### src/rtl/denormalizer.sv
// denormalizer: out_data = in_data * (max - min) + min in IEEE-754 single
// precision, truncating at every stage. Fixed 8-cycle latency, with one shared
// add/sub datapath (used for the range and for the final offset) and one
// 24x24 mantissa multiplier.
module denormalizer #(
  parameter logic [31:0] QNAN = 32'h7FC00000
) (
  input  logic        clk,
  input  logic        rst,
  input  logic        start,
  output logic        busy,
  output logic        valid,
  input  logic [31:0] max,
  input  logic [31:0] min,
  input  logic [31:0] in_data,
  output logic [31:0] out_data
);

  typedef enum logic [3:0] {
    IDLE, SUB_ALIGN, SUB_ADD, SUB_NORM, MUL, MUL_NORM, ADD_ALIGN, ADD_ADD, ADD_NORM
  } state_t;

  state_t      state_q;
  logic        busy_q, valid_q, nan_q;
  logic [31:0] out_q, max_q, min_q, in_q, range_q, prod_q;

  // Shared adder stage registers
  logic        al_sign_q, al_sub_q, al_inf_q;
  logic [7:0]  al_exp_q;
  logic [26:0] al_big_q, al_small_q;
  logic        ad_sign_q, ad_inf_q;
  logic [7:0]  ad_exp_q;
  logic [27:0] ad_sum_q;

  // Multiplier stage registers (top 25 bits of the 48-bit product)
  logic              mu_sign_q, mu_inf_q, mu_zero_q;
  logic signed [9:0] mu_exp_q;
  logic [24:0]       mu_prod_q;

  // Combinational next-state values
  logic [31:0]       opa, opb;
  logic [26:0]       ma, mb, small_m;
  logic [7:0]        shamt;
  logic              a_big;
  logic              al_sign_d, al_sub_d, al_inf_d;
  logic [7:0]        al_exp_d;
  logic [26:0]       al_big_d, al_small_d;
  logic [27:0]       ad_sum_d;
  logic [4:0]        lzc;
  logic [26:0]       norm_m;
  logic [31:0]       sum_res;
  logic [23:0]       mul_a, mul_b;
  logic [47:0]       mul_full;
  logic              mu_sign_d, mu_inf_d, mu_zero_d;
  logic signed [9:0] mu_exp_d;
  logic [31:0]       prod_res;
  logic              unused_bits;

  // Flush underflow to signed zero, saturate overflow to signed infinity.
  function automatic logic [31:0] pack(input logic s, input logic signed [9:0] e,
                                       input logic [22:0] f);
    if (e <= 10'sd0)        return {s, 31'b0};
    else if (e >= 10'sd255) return {s, 8'hFF, 23'b0};
    else                    return {s, e[7:0], f};
  endfunction

  // Align: order operands by magnitude, shift the smaller one right.
  always_comb begin
    opa        = (state_q == ADD_ALIGN) ? prod_q : max_q;
    opb        = (state_q == ADD_ALIGN) ? min_q  : {~min_q[31], min_q[30:0]};
    ma         = (opa[30:23] == '0) ? '0 : {1'b1, opa[22:0], 3'b000};
    mb         = (opb[30:23] == '0) ? '0 : {1'b1, opb[22:0], 3'b000};
    a_big      = {opa[30:23], ma} >= {opb[30:23], mb};
    al_big_d   = a_big ? ma : mb;
    small_m    = a_big ? mb : ma;
    al_exp_d   = a_big ? opa[30:23] : opb[30:23];
    shamt      = a_big ? (opa[30:23] - opb[30:23]) : (opb[30:23] - opa[30:23]);
    al_small_d = (shamt >= 8'd27) ? '0 : (small_m >> shamt);
    al_sign_d  = a_big ? opa[31] : opb[31];
    al_sub_d   = opa[31] ^ opb[31];
    al_inf_d   = (opa[30:23] == '1) || (opb[30:23] == '1);
  end

  // Add/sub of aligned magnitudes; the larger one is always first.
  always_comb begin
    if (al_sub_q) ad_sum_d = {1'b0, al_big_q} - {1'b0, al_small_q};
    else          ad_sum_d = {1'b0, al_big_q} + {1'b0, al_small_q};
  end

  // Normalize the sum: carry-out shifts right, otherwise leading-zero shift left.
  always_comb begin
    lzc = '0;
    for (int unsigned i = 0; i < 27; i++)
      if (ad_sum_q[i]) lzc = 5'(26 - i);
    norm_m = ad_sum_q[26:0] << lzc;
    if (ad_inf_q)             sum_res = {ad_sign_q, 8'hFF, 23'b0};
    else if (ad_sum_q == '0)  sum_res = '0;
    else if (ad_sum_q[27])    sum_res = pack(ad_sign_q, $signed({2'b00, ad_exp_q}) + 10'sd1,
                                             ad_sum_q[26:4]);
    else                      sum_res = pack(ad_sign_q, $signed({2'b00, ad_exp_q}) -
                                             $signed({5'b0, lzc}), norm_m[25:3]);
  end

  // Mantissa product and biased exponent sum.
  always_comb begin
    mul_a     = {1'b1, in_q[22:0]};
    mul_b     = {1'b1, range_q[22:0]};
    mul_full  = 48'(mul_a) * 48'(mul_b);
    mu_sign_d = in_q[31] ^ range_q[31];
    mu_inf_d  = (in_q[30:23] == '1) || (range_q[30:23] == '1);
    mu_zero_d = (in_q[30:23] == '0) || (range_q[30:23] == '0);
    mu_exp_d  = $signed({2'b00, in_q[30:23]}) + $signed({2'b00, range_q[30:23]}) - 10'sd127;
  end

  // Product normalize: at most one right shift. Infinity wins over zero.
  always_comb begin
    if (mu_inf_q)          prod_res = {mu_sign_q, 8'hFF, 23'b0};
    else if (mu_zero_q)    prod_res = {mu_sign_q, 31'b0};
    else if (mu_prod_q[24]) prod_res = pack(mu_sign_q, mu_exp_q + 10'sd1, mu_prod_q[23:1]);
    else                   prod_res = pack(mu_sign_q, mu_exp_q, mu_prod_q[22:0]);
  end

  assign unused_bits = ^{mul_full[22:0], norm_m[26], norm_m[2:0]};

  // Sequencer: walks all states for every operation, registers outputs.
  always_ff @(posedge clk or negedge rst) begin
    if (!rst) begin
      state_q    <= IDLE;
      busy_q     <= 1'b0;
      valid_q    <= 1'b0;
      nan_q      <= 1'b0;
      out_q      <= '0;
      max_q      <= '0;
      min_q      <= '0;
      in_q       <= '0;
      range_q    <= '0;
      prod_q     <= '0;
      al_sign_q  <= 1'b0;
      al_sub_q   <= 1'b0;
      al_inf_q   <= 1'b0;
      al_exp_q   <= '0;
      al_big_q   <= '0;
      al_small_q <= '0;
      ad_sign_q  <= 1'b0;
      ad_inf_q   <= 1'b0;
      ad_exp_q   <= '0;
      ad_sum_q   <= '0;
      mu_sign_q  <= 1'b0;
      mu_inf_q   <= 1'b0;
      mu_zero_q  <= 1'b0;
      mu_exp_q   <= '0;
      mu_prod_q  <= '0;
    end else begin
      valid_q <= 1'b0;
      unique case (state_q)
        IDLE: if (start) begin
          max_q   <= max;
          min_q   <= min;
          in_q    <= in_data;
          nan_q   <= (max[30:23] == '1) || (min[30:23] == '1) || (in_data[30:23] == '1);
          busy_q  <= 1'b1;
          state_q <= SUB_ALIGN;
        end
        SUB_ALIGN, ADD_ALIGN: begin
          al_sign_q  <= al_sign_d;
          al_sub_q   <= al_sub_d;
          al_inf_q   <= al_inf_d;
          al_exp_q   <= al_exp_d;
          al_big_q   <= al_big_d;
          al_small_q <= al_small_d;
          state_q    <= (state_q == SUB_ALIGN) ? SUB_ADD : ADD_ADD;
        end
        SUB_ADD, ADD_ADD: begin
          ad_sum_q  <= ad_sum_d;
          ad_sign_q <= al_sign_q;
          ad_exp_q  <= al_exp_q;
          ad_inf_q  <= al_inf_q;
          state_q   <= (state_q == SUB_ADD) ? SUB_NORM : ADD_NORM;
        end
        SUB_NORM: begin
          range_q <= sum_res;
          state_q <= MUL;
        end
        MUL: begin
          mu_sign_q <= mu_sign_d;
          mu_inf_q  <= mu_inf_d;
          mu_zero_q <= mu_zero_d;
          mu_exp_q  <= mu_exp_d;
          mu_prod_q <= mul_full[47:23];
          state_q   <= MUL_NORM;
        end
        MUL_NORM: begin
          prod_q  <= prod_res;
          state_q <= ADD_ALIGN;
        end
        ADD_NORM: begin
          out_q   <= nan_q ? QNAN : sum_res;
          valid_q <= 1'b1;
          busy_q  <= 1'b0;
          state_q <= IDLE;
        end
        default: state_q <= IDLE;
      endcase
    end
  end

  assign busy     = busy_q;
  assign valid    = valid_q;
  assign out_data = out_q;

endmodule

### config.mk
export PLATFORM = sky130hd
export DESIGN_NAME = denormalizer
export DESIGN_NICKNAME = d
export VERILOG_FILES = /design/src/rtl/denormalizer.sv
export SDC_FILE = /design/constraint.sdc
export NUM_CORES = 2
export LEC_CHECK = 0
export ABC_AREA = 0
export BUFFER_PORTS_ARGS = -buffer_cell sky130_fd_sc_hd__buf_4
export CORE_MARGIN = 1
export CORE_UTILIZATION = 60
export DETAILED_ROUTE_END_ITERATION = 8
export GPL_ROUTABILITY_DRIVEN = 0
export PLACE_DENSITY_LB_ADDON = 0.3
export SLEW_MARGIN = 20
export SYNTH_ARGS = -nofsm -noshare
export SYNTH_HDL_FRONTEND = slang
export SYNTH_SLANG_ARGS = --single-unit
export TNS_END_PERCENT = 100
### constraint.sdc
create_clock -name clk -period 9.4 [get_ports clk]
set_clock_uncertainty 0.1 [all_clocks]
set_input_delay 0.47 -clock clk [delete_from_list [all_inputs] [get_ports clk]]
set_output_delay 0.47 -clock clk [all_outputs]
set_load 0.01 [all_outputs]
==> metrics <==
outcome=complete, but fails checks; failing checks=DRC; proportion of synthesized area in mux cells=5.58%; share of the yosys chip area belonging to registers=21.1%; Area contributors post-synth=fa_1 24%, dfrtp_1 21%, ha_1 8.2%, nand2_1 6.1%, inv_1 5.8%; number of max-cap violations=0; Post-Syn Instances=4487; first-pass GRT wire length=179000 um; share of the synthesized area in the top cell type=24.3%; TritonCTS clock tree=yes; post-synthesis cell type count=110; Setup CP Type=register to register; total global routing overflow=0; Clock Path Buffers=3; Pre-antenna DRT Iters=9; pre-CTS WS=1130 ps; simple-gate area share of the yosys netlist=16.6%; Core Rows=94; initial antenna violation count=0; die area=67600 sq um; CP dominant cell by count=fa_1; highest-delay cell along the critical path=dfrtp_1; fin crit share=89.4%; most common cell after layout, fill and taps aside=nand2_1; Post-CTS Setup Bufs=0; Synth-to-Final Area Change=6.83%; Die Ht=260 um; most frequent cells in the layout=648 x nand2_1, 612 x inv_1, 485 x fa_1, 337 x dfrtp_1, 261 x ha_1; share of layout cells above drive strength 1=9.67%; NumNets Final=5297; wire length per cell=approximately 21 um; Worst-path clk slew=70 ps; Clock Tree Root=clkbuf_16; cell area after synthesis=between 30000 and 40000 sq um; Num CTS Buffers=39; initial core utilization=between 60% and 70%; Fin. Hold Viols=0; Synthesized Nets=5332; GRT Overall Usage=around 34%; DIE WIDTH=260 um; largest stage delay on the critical path=1030 ps; Crit. End Element=register; Buffers on Ports=132; Yosys top cell by area=fa_1; htree depth=2; FMAX=119 MHz; Setup TNS=0 ps; DP Area=41400 sq um; Avg Inst Size Synth=8.90 sq um; HP Class=primary input to register; clock latency at the later pin of the worst-skew pair=580 ps; Vias per Instance=6.12; clock sink count=337; antenna-violating nets left=0; CP Data Required Time=between 9000 and 10000 ps; CP arrival=between 8000 and 9000 ps; Top FF cell, synth=dfrtp_1; vias in the first global route=33100; RSZ-0062 raised after global routing=false; xor-xnor portion of the synthesized cell area=2.25%; 1st-iter DRT viols=3598; Synth Register Bits=337; min Tclk post-route=8400 ps; Setup Viol. Count Final=0; largest net degree at the start of global routing=154; CP startpoint kind=register; Core ar.=65700 sq um; post-route setup slack=around 1000 ps; adder-cell share of the synthesized area=between 30% and 40%; Worst-Margin Slew=1190 ps; via count=32700; final instance area=~43000 sq um; I/O pins=between 100 and 150; ys async rst share=100%; drc violations=5; YS warnings=0; largest family of logic cells by synthesized area=adder cells; Slew Limit Headroom=20.7%; EDFF count, synth=0; DP Wirelength=84300 um; WL final=111000 um; Compound-Gate Fraction of Synth Area=between 10% and 20%; count of pins over their slew limit=0; Crit Path Max Fanout=25
worst max-delay path: cells and delay by family, from the launching register on:
kind	cells	cell delay [ps]
buffers and inverters	5	270
XOR/XNOR	1	160
adder cells (fa/ha/maj)	8	3860
AND/OR/NAND/NOR	1	190
AO/OA/AOI/OAI	10	2650
flip-flops	1	1030
registers in the layout, indices dropped and copies added, names as in the netlist, 4 cells and up:
name	count
out_data	32
min_q	32
al_big_q	24
in_q	32
mu_exp_q	10
mu_prod_q	25
ad_sum_q	28
prod_q	32
ad_exp_q	8
range_q	32
al_exp_q	8
state_q	4
max_q	32
al_small_q	27
layer usage:
layer  global-route usage, %  up-vias  routed length [um]
li1                        -    14700                   -
met1                    44.4    15900               43700
met2                    55.1     1729               51700
met3                    6.43      373               10400
met4                    13.2        0                4900
met5                       0        -                   0
cells by family (layout without fill, tap and decap cells):
logic type	count (synthesis)	count (layout)
xor gates and xnor gates	101	101
buffers and inverters	880	872
and+or+nand+nor	1403	1403
adders and majority gates	746	746
AOI/OAI and AO/OA	822	822
DFF	337	337
muxes	198	198
other	0	1
stage by stage:
stage | utilization (%) | instances | hold WS [ps]
finish | 64.9 | 5344 | 22.5
global route | 64.9 | 5343 | 14.0
CTS | 64.9 | 5343 | 2.79
detailed placement | 62.9 | 5274 | 371
global placement | 62.9 | 5274 | 363
floorplan | - | 4487 | 74.4
cell type report:
cell class	instances	area, sq um
Fill cell	5390	23100
Inverter	617	2320
Antenna cell	1	2.50
Multi-Input combinational cell	3270	28100
Clock buffer	52	1060
Timing Repair Buffer	187	1430
Tap cell	864	1080
Sequential cell	337	8430
Clock inverter	16	198
path summary, 6_finish.rpt:
path,start,end,slack [ps],cells after the start
setup / recovery,range_q[3],mu_prod_q[19],1000,25
hold / removal,in_data[1],in_q[1],20,2
setup reg to reg,range_q[3],mu_prod_q[19],1000,25
hold reg to reg,al_exp_q[0],al_exp_q[0],380,2
max in group asynchronous,rst,max_q[10],7320,3
min in group asynchronous,rst,min_q[29],430,2
Yosys cell counts (26+ instances only):
master and instances:
nand2_1 649, inv_1 612, fa_1 485, dfrtp_1 337
ha_1 261, and2_1 240, o21ai_0 238, clkbuf_1 216
nor2_1 191, a21oi_1 183, mux2_2 129, nand3_1 80
xnor2_1 67, mux2i_1 61, nor3_1 61, a21o_1 45
a22oi_1 39, nor4_1 36, xor2_1 32, a211oi_1 29
and3_1 26
repair_timing:
item / CTS / global route
hold buffers: 1 / 0
hold endpoints to repair: 108 / 0
resized for setup: 0 / 0
Power is left out: the tool's default activity adds up to more than one toggle a clock period on the data nets, which glitch-free logic cannot reach.
